<file path="config.mk">
export PLATFORM = sky130hd
export DESIGN_NAME = uart_tx_arbiter
export DESIGN_NICKNAME = d
export VERILOG_FILES = /design/src/rtl/uart_pkg.sv /design/src/rtl/rr_arbiter.sv /design/src/rtl/uart_tx_arbiter.sv
export SDC_FILE = /design/constraint.sdc
export NUM_CORES = 1
export LEC_CHECK = 0
export CAP_MARGIN = 20
export CORE_MARGIN = 2
export CORE_UTILIZATION = 40
export DETAILED_ROUTE_END_ITERATION = 6
export GPL_ROUTABILITY_DRIVEN = 0
export PLACE_DENSITY = 0.74
export SLEW_MARGIN = 10
export SYNTH_ARGS = -nofsm -noshare
export SYNTH_HDL_FRONTEND = slang
export SYNTH_SLANG_ARGS = --single-unit
</file>
<file path="constraint.sdc">
create_clock -name clk_i -period 3 [get_ports clk_i]
set_input_delay 0.45 -clock clk_i [delete_from_list [all_inputs] [get_ports clk_i]]
set_output_delay 0.45 -clock clk_i [all_outputs]
set_load 0.05 [all_outputs]
</file>
<file path="src/rtl/uart_pkg.sv">
// Shared types for the UART transmit arbiter: controller states and the
// per-frame settings captured when a byte is accepted.
package uart_pkg;

  localparam int BYTE_W = 8;

  typedef enum logic [1:0] {
    ST_IDLE,
    ST_SEND,
    ST_GAP
  } uart_arb_state_e;

  typedef struct packed {
    logic [BYTE_W-1:0] data;
    logic              parity_en;
    logic              parity_odd;
  } uart_frame_t;

endpackage

</file>
<file path="src/rtl/rr_arbiter.sv">
// Combinational round-robin picker: first requesting bit at or after the
// pointer, wrapping. Returns one-hot grant, its index and a found flag.
module rr_arbiter #(
  parameter int NUM_REQ = 4,
  parameter int IDX_W   = (NUM_REQ > 1) ? $clog2(NUM_REQ) : 1
) (
  input  logic [NUM_REQ-1:0] req,
  input  logic [IDX_W-1:0]   ptr,
  output logic [NUM_REQ-1:0] grant,
  output logic [IDX_W-1:0]   idx,
  output logic               any
);

  int               pos;
  logic [IDX_W-1:0] pos_idx;

  always_comb begin
    grant   = '0;
    idx     = '0;
    any     = 1'b0;
    pos     = 0;
    pos_idx = '0;
    for (int i = 0; i < NUM_REQ; i++) begin
      if (!any) begin
        pos     = (int'(ptr) + i) % NUM_REQ;
        pos_idx = IDX_W'(pos);
        if (req[pos_idx]) begin
          any          = 1'b1;
          grant[pos_idx] = 1'b1;
          idx          = pos_idx;
        end
      end
    end
  end

endmodule

</file>
<file path="src/rtl/uart_tx_arbiter.sv">
// Shares one uart_tx between NUM_REQ byte sources: round-robin with packet
// lock, programmable inter-frame gap and a per-frame watchdog.
module uart_tx_arbiter
  import uart_pkg::*;
#(
  parameter int NUM_REQ     = 4,
  parameter int GAP_W       = 8,
  parameter int TIMEOUT_CYC = 200000,
  parameter int TO_W        = 18
) (
  input  logic                      clk_i,
  input  logic                      rst_ni,
  input  logic [NUM_REQ-1:0]        req_valid_i,
  input  logic [NUM_REQ*BYTE_W-1:0] req_data_i,
  input  logic [NUM_REQ-1:0]        req_last_i,
  output logic [NUM_REQ-1:0]        req_ready_o,
  input  logic                      cfg_parity_en_i,
  input  logic                      cfg_parity_odd_i,
  input  logic [GAP_W-1:0]          cfg_gap_i,
  output logic                      tx_en_o,
  output logic [BYTE_W-1:0]         tx_data_o,
  output logic                      parity_en_o,
  output logic                      parity_odd_o,
  output logic                      uart_rst_o,
  input  logic                      tx_done_i,
  output logic [NUM_REQ-1:0]        grant_o,
  output logic                      lock_o,
  output logic                      busy_o,
  output logic                      frame_done_o,
  output logic                      timeout_o
);

  localparam int               IDX_W   = $clog2(NUM_REQ);
  localparam logic [TO_W-1:0]  WD_LAST = TO_W'(TIMEOUT_CYC - 1);
  localparam logic [IDX_W-1:0] IDX_MAX = IDX_W'(NUM_REQ - 1);

  uart_arb_state_e    state, state_nxt;
  uart_frame_t        frame_q;
  logic [IDX_W-1:0]   rr_ptr;
  logic [TO_W-1:0]    wd_cnt;
  logic [GAP_W-1:0]   gap_cnt;

  logic [NUM_REQ-1:0] arb_req;
  logic [NUM_REQ-1:0] arb_grant;
  logic [IDX_W-1:0]   arb_idx;
  logic               arb_any;
  logic               accept;
  logic               wd_hit;

  // While a packet is locked only its owner may compete.
  assign arb_req = lock_o ? (req_valid_i & grant_o) : req_valid_i;

  rr_arbiter #(
    .NUM_REQ (NUM_REQ),
    .IDX_W   (IDX_W)
  ) u_rr_arbiter (
    .req   (arb_req),
    .ptr   (rr_ptr),
    .grant (arb_grant),
    .idx   (arb_idx),
    .any   (arb_any)
  );

  assign accept = (state == ST_IDLE) && arb_any;
  assign wd_hit = (state == ST_SEND) && !tx_done_i && (wd_cnt == WD_LAST);

  assign tx_data_o    = frame_q.data;
  assign parity_en_o  = frame_q.parity_en;
  assign parity_odd_o = frame_q.parity_odd;
  assign busy_o       = (state != ST_IDLE);

  always_ff @(posedge clk_i or negedge rst_ni) begin
    if (!rst_ni) begin
      state <= ST_IDLE;
    end else begin
      state <= state_nxt;
    end
  end

  // tx_en must fall in the tx_done cycle, otherwise uart_tx starts a new frame.
  always_comb begin
    state_nxt   = state;
    req_ready_o = '0;
    tx_en_o     = 1'b0;
    uart_rst_o  = 1'b0;
    timeout_o   = 1'b0;
    case (state)
      ST_IDLE: begin
        if (arb_any) begin
          req_ready_o = arb_grant;
          state_nxt   = ST_SEND;
        end
      end
      ST_SEND: begin
        if (tx_done_i) begin
          state_nxt = (cfg_gap_i != '0) ? ST_GAP : ST_IDLE;
        end else if (wd_hit) begin
          uart_rst_o = 1'b1;
          timeout_o  = 1'b1;
          state_nxt  = ST_IDLE;
        end else begin
          tx_en_o = 1'b1;
        end
      end
      ST_GAP: begin
        if (gap_cnt <= GAP_W'(1)) begin
          state_nxt = ST_IDLE;
        end
      end
      default: state_nxt = ST_IDLE;
    endcase
  end

  always_ff @(posedge clk_i or negedge rst_ni) begin
    if (!rst_ni) begin
      frame_q      <= '0;
      grant_o      <= '0;
      lock_o       <= 1'b0;
      rr_ptr       <= '0;
      wd_cnt       <= '0;
      gap_cnt      <= '0;
      frame_done_o <= 1'b0;
    end else begin
      frame_done_o <= (state == ST_SEND) && tx_done_i;
      if (accept) begin
        frame_q <= '{data:       req_data_i[arb_idx*BYTE_W +: BYTE_W],
                     parity_en:  cfg_parity_en_i,
                     parity_odd: cfg_parity_odd_i};
        grant_o <= arb_grant;
        lock_o  <= !req_last_i[arb_idx];
        rr_ptr  <= (arb_idx == IDX_MAX) ? '0 : arb_idx + IDX_W'(1);
        wd_cnt  <= '0;
      end
      if (state == ST_SEND) begin
        wd_cnt <= wd_cnt + TO_W'(1);
        if (tx_done_i) begin
          gap_cnt <= cfg_gap_i;
        end else if (wd_hit) begin
          // The abandoned packet's remaining bytes no longer own the link.
          lock_o <= 1'b0;
        end
      end
      if (state == ST_GAP) begin
        gap_cnt <= gap_cnt - GAP_W'(1);
      end
    end
  end

endmodule

</file>
# Yosys cells after proc, flatten, opt, wreduce, memory -nomap -nowiden
# Index checks and enable logic that the tools add are counted.
dict set report op_classes {
  addsub 6
  n_lt_le_gt_ge 10
  n_eq_ne 7
  shift 1
  n_mux 64
  bitwise 4
  reduce_logical 18
}
# op count
set ops {}
lappend ops {{two-way mux 4 bit} 10}
lappend ops {{two-way mux 18 bit} 2}
lappend ops {{indexed part select 32 x 6 -> 8 bit} 1}
lappend ops {{two-way mux 1 bit} 26}
lappend ops {{two-way mux 2 bit} 13}
lappend ops {{two-way mux 8 bit} 3}
lappend ops {{adder 18 x 1 -> 18 bit (second input constant)} 1}
lappend ops {{equality test 18 bit (second input constant)} 1}
lappend ops {{< comparator 2 x 3 -> 1 bit (second input constant)} 5}
lappend ops {{bitwise OR 4 bit} 3}
lappend ops {{binary-select mux 1 bit (select 2 bit)} 5}
lappend ops {{demux 1 bit (select 2 bit)} 4}
lappend ops {{greater-or-equal comparator 2 x 1 -> 1 bit (second input constant)} 4}
lappend ops {{less-or-equal comparator 8 x 1 -> 1 bit (second input constant)} 1}
lappend ops {{logical AND 1 bit} 8}
lappend ops {{nonzero test 2 bit} 4}
lappend ops {{nonzero test 8 bit} 1}
lappend ops {{subtractor 8 x 1 -> 8 bit (second input constant)} 1}
lappend ops {{case mux 2 bit (3 select lines)} 1}
lappend ops {{adder 2 x 1 -> 2 bit (second input constant)} 2}
lappend ops {{adder 2 bit (second input constant)} 2}
lappend ops {{bitwise AND 4 bit} 1}
lappend ops {{equality test 2 bit (second input constant)} 2}
lappend ops {{inequality test 2 bit (second input constant)} 2}
lappend ops {{other kinds (6)} 7}
dict set report word_totals {
  register_bits 46
  in_bits 53
  word_cells 120
}

# Depth between registers and ports, before layout
# Gate-level depths: netlist (run 1).
dict set report depth {
  word_depth 18
  ltp_mapped 14
}

# Hierarchy
# Synthesis (run 1) repeated with hierarchy kept, for this count alone.
dict set report unflattened {
  hier_cells 317
  area_unflattened_um2 3188.1
}
# module instances cells_per_inst area_each_um2 seq_area_each_um2
set modules_own_cells {}
lappend modules_own_cells {uart_tx_arbiter 1 242 2571.2 1151.1}
lappend modules_own_cells {rr_arbiter 1 75 616.8 0.0}

# Worst setup path after synthesis (run 1)
# No wires, ideal clock.
dict set report synth_path {
  kind {flip-flop to output port}
  start {reg rr_ptr[0]}
  end {out req_ready_o[0]}
  arrival_time_ps 3328
  required_time_ps 2550
  setup_slack_ps -778
  path_stages_with_launch 11
  path_cell_list {dfrtp_1 buf_6 buf_6 inv_1 clkbuf_1 clkbuf_1 ha_1 or3b_1 a21oi_1 nand2_1 a21oi_1}
}
dict set report synth_via {
  elab_chain_cells 16
  word_cells_on_any_way 50
  classes_between {3 x add/sub; 8 x order compare; 32 x mux; 3 x bitwise; 4 x reduce/logical}
}
# item line_no
set synth_rtl {}
lappend synth_rtl {{start: declaration} uart_tx_arbiter.sv:39} ;# logic [IDX_W-1:0] rr_ptr;
lappend synth_rtl {{start signal: assignment} uart_tx_arbiter.sv:131} ;# rr_ptr <= (arb_idx == IDX_MAX) ? '0 : arb_idx + IDX_W'(1);
lappend synth_rtl {{adder 2 x 1 -> 2 bit (tied with other cells)} rr_arbiter.sv:25} ;# pos = (int'(ptr) + i) % NUM_REQ;
lappend synth_rtl {{< comparator 2 x 3 -> 1 bit (implied by the code) (tied with other cells)} rr_arbiter.sv:29} ;# grant[pos_idx] = 1'b1;
lappend synth_rtl {{logical AND 1 bit (implied by the code) / two-way mux 1 bit (equally long branches)} rr_arbiter.sv:29}
lappend synth_rtl {{two-way mux 1 bit (implied by the code) / demux 1 bit (select 2 bit) (equally long branches)} -}
lappend synth_rtl {{demux 1 bit (select 2 bit) / two-way mux 4 bit (equally long branches)} -}
lappend synth_rtl {{bitwise OR 4 bit (no line)} -}
lappend synth_rtl {{two-way mux 4 bit} rr_arbiter.sv:27} ;# if (req[pos_idx]) begin
lappend synth_rtl {{two-way mux 4 bit} rr_arbiter.sv:24} ;# if (!any) begin
lappend synth_rtl {{bitwise OR 4 bit (no line)} -}
lappend synth_rtl {{two-way mux 4 bit} rr_arbiter.sv:27}
lappend synth_rtl {{two-way mux 4 bit} rr_arbiter.sv:24}
lappend synth_rtl {{bitwise OR 4 bit (no line)} -}
lappend synth_rtl {{two-way mux 4 bit} rr_arbiter.sv:27}
lappend synth_rtl {{two-way mux 4 bit} rr_arbiter.sv:24}
lappend synth_rtl {{two-way mux 4 bit (*)} uart_tx_arbiter.sv:89} ;# if (arb_any) begin
lappend synth_rtl {{two-way mux 4 bit (*)} uart_tx_arbiter.sv:87} ;# case (state)
lappend synth_rtl {{end: declaration} uart_tx_arbiter.sv:16} ;# output logic [NUM_REQ-1:0] req_ready_o,
# Every way passes the cells marked *; elsewhere a longest branch is shown, timed or not. The select of a mux whose other input is x is not followed.

# Worst setup path after layout (run 1)
dict set report layout_path {
  start {in req_valid_i[1]}
  end {out req_ready_o[2]}
}
dict set report layout_via {
  elab_chain_cells 16
  word_cells_on_any_way 29
  classes_between {25 x mux; 4 x bitwise}
}
# item line_no
set layout_rtl {}
lappend layout_rtl {{start: declaration} uart_tx_arbiter.sv:13} ;# input logic [NUM_REQ-1:0] req_valid_i,
lappend layout_rtl {{bitwise AND 4 bit} uart_tx_arbiter.sv:51} ;# assign arb_req = lock_o ? (req_valid_i & grant_o) : req_valid_i;
lappend layout_rtl {{two-way mux 4 bit (*)} uart_tx_arbiter.sv:51}
lappend layout_rtl {{binary-select mux 1 bit (select 2 bit)} rr_arbiter.sv:27}
lappend layout_rtl {{two-way mux 1 bit (implied by the code)} rr_arbiter.sv:27}
lappend layout_rtl {{two-way mux 4 bit} rr_arbiter.sv:27}
lappend layout_rtl {{bitwise OR 4 bit (no line)} -}
lappend layout_rtl {{two-way mux 4 bit} rr_arbiter.sv:27}
lappend layout_rtl {{two-way mux 4 bit} rr_arbiter.sv:24}
lappend layout_rtl {{bitwise OR 4 bit (no line)} -}
lappend layout_rtl {{two-way mux 4 bit} rr_arbiter.sv:27}
lappend layout_rtl {{two-way mux 4 bit} rr_arbiter.sv:24}
lappend layout_rtl {{bitwise OR 4 bit (no line)} -}
lappend layout_rtl {{two-way mux 4 bit} rr_arbiter.sv:27}
lappend layout_rtl {{two-way mux 4 bit} rr_arbiter.sv:24}
lappend layout_rtl {{two-way mux 4 bit (*)} uart_tx_arbiter.sv:89}
lappend layout_rtl {{two-way mux 4 bit (*)} uart_tx_arbiter.sv:87}
# Marks and branches as above.

==> impl_metrics.json, run 1 <==
{
  "io_pins": 77,
  "avgViaCountPerCell": 5.93,
  "final_layout_size_suffix_gt1_frac": 0.145,
  "drcViolationCount": 0,
  "grt_usage": 0.198,
  "fin_area_um2": 4820,
  "cellLeakagePower_nw": 1.94,
  "worst_pin_slew_ns": 0.694,
  "path_cells": "clkdlybuf4s50_1 > mux2i_1 > a21o_1 > buf_4 > nand3_2 > a21boi_4 > a222oi_1 > a21oi_4 > buf_6",
  "synth.avg_cell_area_um2": 8.46,
  "ant_nets": 0,
  "placementRows": 34,
  "start_util": 0.410,
  "cap_violations": 0,
  "die_h_um": 98.1,
  "critPathTopFamily": "compound AO/OA/AOI/OAI gates",
  "fmax_mhz": 335,
  "ys_types": 58,
  "final_common_cell": "clkdlybuf4s50_1",
  "clock_latency_ns": 0.31,
  "placed_cells_incl_taps": 596,
  "synthFlopType": "dfrtp_1",
  "async_flop_share": 1.00,
  "crit_fanout": 4,
  "areaGrowthSynthToFinish_pct": 36.2,
  "cts_root_buf": "clkbuf_8",
  "critPathBufInv": 3,
  "vias": 3624,
  "hold-worst-slack_ns": 0.0855,
  "rr_startpoint": "rr_ptr[0]",
  "report.final.slew_viol_count": 0,
  "fin_cells": 611,
  "hold_class": "primary input to asynchronous set/reset pin",
  "cpPeakStageDelay_ns": 0.56,
  "endpoint_kind": "output pin",
  "syn-num-nets": 486,
  "place_area_um2": 4530,
  "antenna_cells": 0,
  "grt_antenna_before_repair": 0,
  "grt_overflow": 0,
  "port_buffers": 76,
  "slew_headroom": 0.537,
  "reg2reg_setup_slack_ns": 0.38,
  "ys_seq_area_frac": 0.325,
  "grt_pass1_vias": 3339,
  "wl_per_cell_um": 16.4,
  "cts_tree": "done",
  "critical_path_required_ns": 2.55,
  "final_nets": 569,
  "synth-seq-cells": 46,
  "finalSetupViolations": 0,
  "worstReg2RegEnd": "tx_data_o[0]",
  "cts_sinks": 46,
  "path_class": "primary input to output pin",
  "fp.dieArea_um2": 9630,
  "peakVddDrop_v": 0.000534,
  "r2r_cells": 9,
  "yosysWarnings": 0,
  "period_needed_ns": 2.98,
  "status": "finished, final reports clean",
  "mostFrequentLayoutCells": "clkdlybuf4s50_1 (68), o21ai_0 (47), dfrtp_1 (45)",
  "cellPowerDensity_nw_per_um2": 1100,
  "core_area_um2": 8640,
  "cpMaxStageDelayCell": "clkdlybuf4s50_1",
  "drt_iter0_drc": 193,
  "syn_inst": 419,
  "routed_wl_um": 9990,
  "grt_max_degree": 47,
  "ctsHoldBuffers": 0,
  "synth_edf_count": 0,
  "critical_path_arrival_ns": 2.53,
  "clock_path_buffers": 2,
  "grt_pass1_wl_um": 16000,
  "worst_setup_path_start_kind": "primary input",
  "final_hold_viol_count": 0,
  "htree_levels": 2,
  "dieWidth_um": 98.1,
  "finalCritPeriodShare": 0.995,
  "drt_first_pass_iters": 6,
  "fin_skew_ns": 0.0133,
  "numCtsBuffers": 5,
  "path_clk_slew_ns": 0.09,
  "hpwl_um": 6900,
  "netlist_area_um2": 3540
}
## metal layers
layer,vias to the layer above,part of all wire,wire length [um],GRT usage
met4,0,0.014,144,0.0502
met2,145,0.48,4830,0.330
met5,-,0,0,0
met1,1727,0.43,4340,0.269
li1,1734,-,-,-
met3,18,0.068,678,0.0336
## Yosys cell counts (12+ instances only)
master	n	area, um^2
a21oi_1	30	150
inv_1	12	45.0
nand2_1	38	143
nor2_1	39	146
mux2i_1	20	200
o22a_1	17	149
nand3_1	14	70.1
ha_1	14	175
or3_1	13	81.3
o21ai_0	48	240
dfrtp_1	46	1150
## worst max path at each step
stage                         from             end  slack (ns)  depth (start not counted)
floorplan                rr_ptr[0]  req_ready_o[3]       0.002                         12
global placement    req_valid_i[0]  req_ready_o[3]        0.15                          8
detailed placement  req_valid_i[0]  req_ready_o[3]         0.1                          8
CTS                      rr_ptr[0]  req_ready_o[0]        0.03                          8
global route        req_valid_i[1]  req_ready_o[2]       -0.07                          9
finish              req_valid_i[1]  req_ready_o[2]        0.02                          9
## worst reg2reg max path: cells and delay by family (launching register included)
family | cells | cell delay, ns
buffers and inverters | 2 | 0.36
muxes | 1 | 0.26
AOI/OAI and AO/OA | 4 | 0.66
DFF | 1 | 0.44
and+or+nand+nor | 2 | 0.79
## power by group
group / internal [mW] / switching, mW / total, mW
combinational: 1.49 / 2.26 / 3.75
clock: 0.334 / 0.236 / 0.570
sequential: 0.828 / 0.181 / 1.01
## registers in the layout, summed over array words and instances (netlist names)
register / count
state: 2
grant_o: 4
tx_data_o: 8
lock_o: 1
parity_odd_o: 1
frame_done_o: 1
gap_cnt: 8
wd_cnt: 18
rr_ptr: 2
parity_en_o: 1
## per-stage QoR
step,setup TNS (ns),total power [mW],worst slack [ns],utilization
detailed placement,0,4.57,0.0971,0.524
finish,0,5.33,0.0161,0.559
CTS,0,5.18,0.0263,0.543
floorplan,0,3.68,0.00152,-
global placement,0,4.48,0.152,0.524
global route,-0.106,5.71,-0.0680,0.559
## timing repair
| action | in CTS | in global routing |
|---|---|---|
| buffers inserted | 2 | 5 |
| pin swaps | 1 | 10 |
| hold endpoints to repair | 0 | 0 |
| gates resized for setup | 2 | 18 |
| setup endpoints to repair | 4 | 6 |
## logic make-up (layout without fill, tap and decap cells)
group           count (synthesis)  in the layout  share of synthesized area
compound gates                157            157                      0.307
simple gates                  140            140                      0.194
flops                          46             46                      0.325
buf+inv                        36            120                     0.0494
mux                            23             23                     0.0667
fa+ha+maj                      14             14                     0.0494
xor+xnor                        3              3                    0.00954
## area by class of cell
cell class	instances	area (um^2)
flip-flops and latches	46	1150
well taps	108	135
clock inverters	3	68.8
clock buffers	5	68.8
inverters	12	47.5
multi-input cells	337	2370
repair buffers	100	983
fillers	775	3810
Note: power is estimated with default switching activity, not from simulation.
==> run 2: changes to the inputs <==
- ABC_AREA: unset -> 1
- PLACE_DENSITY: 0.74 -> 0.75
- TNS_END_PERCENT: unset -> 30
==> run 2 against run 1 <==
  * Combinational power fell by 95%
  * Worst setup slack gained 0.16 ns
  * Global-route usage fell by 0.76 points
  * Count of clock-buffer cells in the layout is the same
  * Via count down 10%
  * Utilization is 2.3 points lower
  * Critical path type is now flop to output pin
  * Largest power group is now registers
==> impl_metrics.json, run 2 <==
{
  "power.share.clock": 0.367,
  "path_cells": "inv_2 > ha_1 > inv_1 > nand2_2 > nand2_4 > nor2_8 > nand2_2 > clkinv_2 > nand2_1 > inv_1 > a21oi_1 > nor2_1 > buf_12",
  "cts_root_buf": "clkbuf_8",
  "synth_edf_count": 0,
  "areaGrowthSynthToFinish_pct": 31.7,
  "worst_setup_path_start_kind": "flop",
  "ant_nets": 0,
  "path_clk_slew_ns": 0.09,
  "tns_ns": 0,
  "path_class": "flop to output pin",
  "hpwl_um": 6150,
  "cpPeakStageDelay_ns": 0.46,
  "timing.final.ws_setup_ns": 0.180,
  "cap_violations": 0,
  "hold-worst-slack_ns": 0.0776,
  "endpoint_kind": "output pin",
  "slew_headroom": 0.636,
  "wl_per_cell_um": 12.7,
  "clock_path_buffers": 2,
  "grt_max_degree": 47,
  "grt_pass1_wl_um": 13900,
  "cts_sinks": 46,
  "fmax_mhz": 355,
  "avgViaCountPerCell": 5.03,
  "synth.avg_cell_area_um2": 7.15,
  "fin_skew_ns": 0.00795,
  "vias": 3249,
  "io_pins": 77,
  "die_h_um": 95.0,
  "ys_seq_area_frac": 0.348,
  "critPathBufInv": 5,
  "final_layout_size_suffix_gt1_frac": 0.116,
  "critPathTopFamily": "simple AND/OR/NAND/NOR gates",
  "drt_first_pass_iters": 4,
  "switching_share": 0.244,
  "fillers": 746,
  "rsz0062_at_grt": "false",
  "cellLeakagePower_nw": 2.15,
  "cellPowerDensity_nw_per_um2": 293,
  "seqPwrFrac": 0.484,
  "status": "finished, final reports clean",
  "dieWidth_um": 95.0,
  "report.final.slew_viol_count": 0,
  "start_util": 0.407,
  "antenna_cells": 0,
  "period_needed_ns": 2.82,
  "cts_tree": "done",
  "largest-register": "wd_cnt",
  "synth-seq-cells": 46,
  "crit_fanout": 8,
  "pre_cts_slack_ns": 0.313,
  "routed_wl_um": 8170,
  "yosys-top-cells-count": "nand2_1 (112), inv_1 (63), dfrtp_1 (46), nand3_1 (46), nor2_1 (32)",
  "final_nets": 607,
  "fp.dieArea_um2": 9020,
  "mostFrequentLayoutCells": "nand2_1 (112), clkdlybuf4s50_1 (68), inv_1 (62)",
  "synth_area_leaders": "dfrtp_1 (35%), nand2_1 (13%), inv_1 (7.1%)",
  "critical_path_arrival_ns": 2.37,
  "largest_reg_flops": 18,
  "worst_pin_slew_ns": 0.544,
  "synthFlopType": "dfrtp_1",
  "pwr-share-comb": 0.149,
  "async_flop_share": 1.00,
  "yosysWarnings": 0,
  "finalSetupViolations": 0,
  "core_area_um2": 8130,
  "grt_usage": 0.191,
  "grt_antenna_before_repair": 0,
  "syn-num-nets": 530,
  "final_common_cell": "nand2_1",
  "synth_top_area_cell": "dfrtp_1",
  "synth_top_cell_area_share": 0.348,
  "port_buffers": 76,
  "drcViolationCount": 0,
  "htree_levels": 2,
  "critical_path_required_ns": 2.55,
  "hold_class": "primary input to asynchronous set/reset pin",
  "placementRows": 33,
  "peakVddDrop_v": 0.000186,
  "synth_most_common_cell": "nand2_1",
  "ys_types": 37,
  "cpMaxStageDelayCell": "dfrtp_2",
  "drt_iter0_drc": 142,
  "numCtsBuffers": 5,
  "netlist_area_um2": 3310,
  "syn_inst": 463,
  "clock_latency_ns": 0.30,
  "grt_overflow": 0,
  "grt_pass1_vias": 3230,
  "power.switching_mw": 0.313,
  "final_hold_viol_count": 0,
  "p_int_mw": 0.966,
  "finalCritPeriodShare": 0.940
}
## run 2: through the flow
stage	instances	utilization	cell area [um^2]	total power [mW]
floorplan	463	-	3320	0.723
global placement	635	0.517	4200	0.817
detailed placement	635	0.517	4200	0.818
CTS	643	0.531	4320	1.29
global route	646	0.536	4360	1.33
finish	646	0.536	4360	1.28
## run 2: worst paths after layout
kind                              from              to  slack, ns  depth (start not counted)
setup / recovery             rr_ptr[1]  req_ready_o[3]       0.18                         13
hold / removal                  rst_ni      wd_cnt[16]       0.08                          1
setup reg to reg             rr_ptr[0]    tx_data_o[3]       0.60                         15
hold reg to reg            parity_en_o     parity_en_o       0.49                          2
max in group asynchronous       rst_ni       rr_ptr[0]       2.41                          2
min in group clk_i         parity_en_o     parity_en_o       0.49                          2
## run 2: cells by family (layout without fill, tap and decap cells)
| group | count (synthesis) | after routing | synth area share |
|---|---|---|---|
| multiplexers | 2 | 2 | 0.00605 |
| AO/OA/AOI/OAI | 69 | 69 | 0.121 |
| adder cells (fa/ha/maj) | 14 | 14 | 0.0529 |
| buffers and inverters | 84 | 162 | 0.108 |
| AND/OR/NAND/NOR | 246 | 246 | 0.359 |
| XOR/XNOR | 2 | 2 | 0.00529 |
| flip-flops | 46 | 46 | 0.348 |
## run 2: power groups by stage
stage                     clock [mW]  sequential [mW]  combinational [mW]
after CTS                      0.481            0.619               0.187
final                          0.469            0.619               0.190
after floorplan                    0            0.632              0.0907
after detailed placement           0            0.632               0.186
after global placement             0            0.632               0.185
after global routing           0.502            0.620               0.211
## run 2: per-layer routing
layer | GRT usage | up-vias | wire [um]
met2 | 0.310 | 89 | 3690
met1 | 0.244 | 1493 | 3820
met5 | 0 | - | 0
met4 | 0.0845 | 0 | 189
met3 | 0.0399 | 17 | 470
li1 | - | 1650 | -
## run 2: what timing repair did
item                       in CTS  in global routing
setup endpoints to repair       2                  4
setup buffers                   0                  2
hold buffers                    0                  0
resized for setup               1                  4
cloned                          0                  0
## run 2: layout make-up
| cell class | instances | area, um^2 | area share |
|---|---|---|---|
| clock inverters | 3 | 45.0 | 0.0103 |
| flip-flops and latches | 46 | 1150 | 0.265 |
| clock buffers | 5 | 68.8 | 0.0158 |
| multi-input cells | 333 | 1810 | 0.415 |
| inverters | 70 | 264 | 0.0606 |
| repair buffers | 84 | 886 | 0.203 |
| well taps | 105 | 131 | 0.0301 |
==> run 3: changes to the inputs <==
- CAP_MARGIN: 20 -> unset
- DONT_BUFFER_PORTS: unset -> 1
- GPL_TIMING_DRIVEN: unset -> 0
- PLACE_DENSITY: 0.75 -> 0.62
==> run 3 against run 2 <==
  * Largest cell class unchanged
  * Total power fell by 9.4%
  * Maximum frequency fell by 0.65%
  * Combinational power fell by 32%
  * Critical path depth fell by 7
  * Clock skew barely moved
  * Non-clock buffer count fell by 59
  * Critical endpoint is now uart_rst_o
==> impl_metrics.json, run 3 (synthesis gave the netlist of run 2 again) <==
{
  "placed_cells_incl_taps": 569,
  "endpoint_kind": "output pin",
  "grt_max_degree": 47,
  "htree_levels": 2,
  "routed_wl_um": 7960,
  "fp.dieArea_um2": 9020,
  "antenna_cells": 0,
  "reg2reg_setup_slack_ns": 0.25,
  "drt_first_pass_iters": 4,
  "fin_cells": 587,
  "cts_sinks": 46,
  "path_cells": "inv_1 > ha_1 > inv_1 > or2_2 > nor3_4 > buf_4",
  "finalCritPeriodShare": 0.946,
  "fin_skew_ns": 0.00763,
  "critical_path_required_ns": 2.55,
  "critPathBufInv": 3,
  "rr_startpoint": "state[1]",
  "fillers": 820,
  "report.final.slew_viol_count": 0,
  "place_area_um2": 3460,
  "worst_pin_slew_ns": 0.888,
  "avgViaCountPerCell": 5.11,
  "path_clk_slew_ns": 0.10,
  "path_depth": 6,
  "switching_share": 0.274,
  "cap_violations": 0,
  "period_needed_ns": 2.84,
  "tns_ns": 0,
  "status": "finished, final reports clean",
  "path_class": "flop to output pin",
  "power.switching_mw": 0.318,
  "areaGrowthSynthToFinish_pct": 11.8,
  "grt_pass1_vias": 2804,
  "cpPeakStageDelay_ns": 0.62,
  "numCtsBuffers": 5,
  "wl_per_cell_um": 13.6,
  "largest-register": "wd_cnt",
  "cts_tree": "done",
  "port_buffers": 0,
  "cts_root_buf": "clkbuf_8",
  "worstReg2RegEnd": "state[0]",
  "fin_area_um2": 3700,
  "final_hold_viol_count": 0,
  "cellLeakagePower_nw": 1.91,
  "slew_headroom": 0.405,
  "largest_reg_flops": 18,
  "grt_overflow": 0,
  "die_h_um": 95.0,
  "r2r_cells": 11,
  "fmax_mhz": 352,
  "pwr-share-comb": 0.111,
  "seqPwrFrac": 0.535,
  "p_int_mw": 0.840,
  "hold_depth": 2,
  "dieWidth_um": 95.0,
  "critPathTopFamily": "simple AND/OR/NAND/NOR gates",
  "worst_setup_path_start_kind": "flop",
  "final_common_cell": "nand2_1",
  "peakVddDrop_v": 0.000229,
  "cpMaxStageDelayCell": "nor3_4",
  "finalSetupViolations": 0,
  "start_util": 0.407,
  "mostFrequentLayoutCells": "nand2_1 (112), inv_1 (62), nand3_1 (46)",
  "core_area_um2": 8130,
  "crit_fanout": 5,
  "hold_class": "primary input to flop",
  "clock_latency_ns": 0.30,
  "critical_path_arrival_ns": 2.39,
  "io_pins": 77,
  "ant_nets": 0,
  "whs_endpoint": "parity_en_o",
  "power.share.clock": 0.354,
  "grt_antenna_before_repair": 0,
  "grt_usage": 0.185,
  "vias": 3002,
  "hpwl_um": 5970,
  "clock_path_buffers": 2,
  "final_nets": 548,
  "grt_pass1_wl_um": 13400,
  "final_layout_size_suffix_gt1_frac": 0.154,
  "drt_iter0_drc": 177,
  "crit_top_cell": "inv_1",
  "drcViolationCount": 0,
  "hp-start": "cfg_parity_en_i",
  "cellPowerDensity_nw_per_um2": 313,
  "placementRows": 33
}
==> run 3: how the worst max path moves through the flow <==
stage | endpoint | slack (ns) | startpoint
3_5_place_dp | req_ready_o[1] | -0.09 | rr_ptr[0]
2_1_floorplan | state[0] | 0.22 | state[1]
4_1_cts | req_ready_o[3] | 0.01 | rr_ptr[1]
5_1_grt | req_ready_o[0] | -0.007 | rr_ptr[0]
3_3_place_gp | state[0] | -0.19 | state[1]
6_report | uart_rst_o | 0.16 | state[1]
==> run 3: per-stage QoR <==
| step | setup slack, ns | power [mW] | hold slack [ns] | utilization |
|---|---|---|---|---|
| 2_1_floorplan | 0.218 | 0.723 | 0.154 | - |
| 3_3_place_gp | -0.188 | 0.741 | 0.156 | 0.424 |
| 3_5_place_dp | -0.0944 | 0.742 | 0.155 | 0.425 |
| 4_1_cts | 0.0123 | 1.17 | 0.247 | 0.446 |
| 5_1_grt | -0.00742 | 1.21 | 0.245 | 0.455 |
| 6_report | 0.162 | 1.16 | 0.249 | 0.455 |
==> run 3: repair_timing <==
item,4_1_cts,5_1_grt
pin swaps,0,1
cloned,0,0
setup endpoints to repair,8,4
endpoints found under the hold margin,46,0
resized for setup,11,7
buffers inserted,0,8
hold buffers,2,0
==> run 3: area by class of cell <==
cell class,count,area (um^2),area share
clock inverter,3,26.3,0.00710
tap,105,131,0.0355
timing repair buffer,11,101,0.0274
sequential,46,1160,0.313
buffer,14,95.1,0.0257
inverter,70,270,0.0730
clock buffer,5,68.8,0.0186
multi-input combinational,333,1850,0.499
==> run 3: power by group through the flow <==
stage               logic (mW)  registers, mW  clock network [mW]
detailed placement       0.110          0.632                   0
global placement         0.109          0.632                   0
CTS                      0.131          0.620               0.422
global route             0.146          0.620               0.449
floorplan               0.0907          0.632                   0
finish                   0.129          0.619               0.410
==> run 3: routing by layer <==
metal	up-vias	share of wire	GRT usage
li1	1544	-	-
met1	1373	0.47	0.250
met2	77	0.47	0.305
met3	8	0.048	0.0359
met4	0	0.014	0.0447
met5	-	0	0
==> run 3: worst reg2reg max path: cells and delay by family (launching register included) <==
kind	cells	cell delay (ns)
DFF	1	0.39
buffers and inverters	3	0.38
adders and majority gates	1	0.19
AOI/OAI and AO/OA	2	0.16
and+or+nand+nor	5	1.49
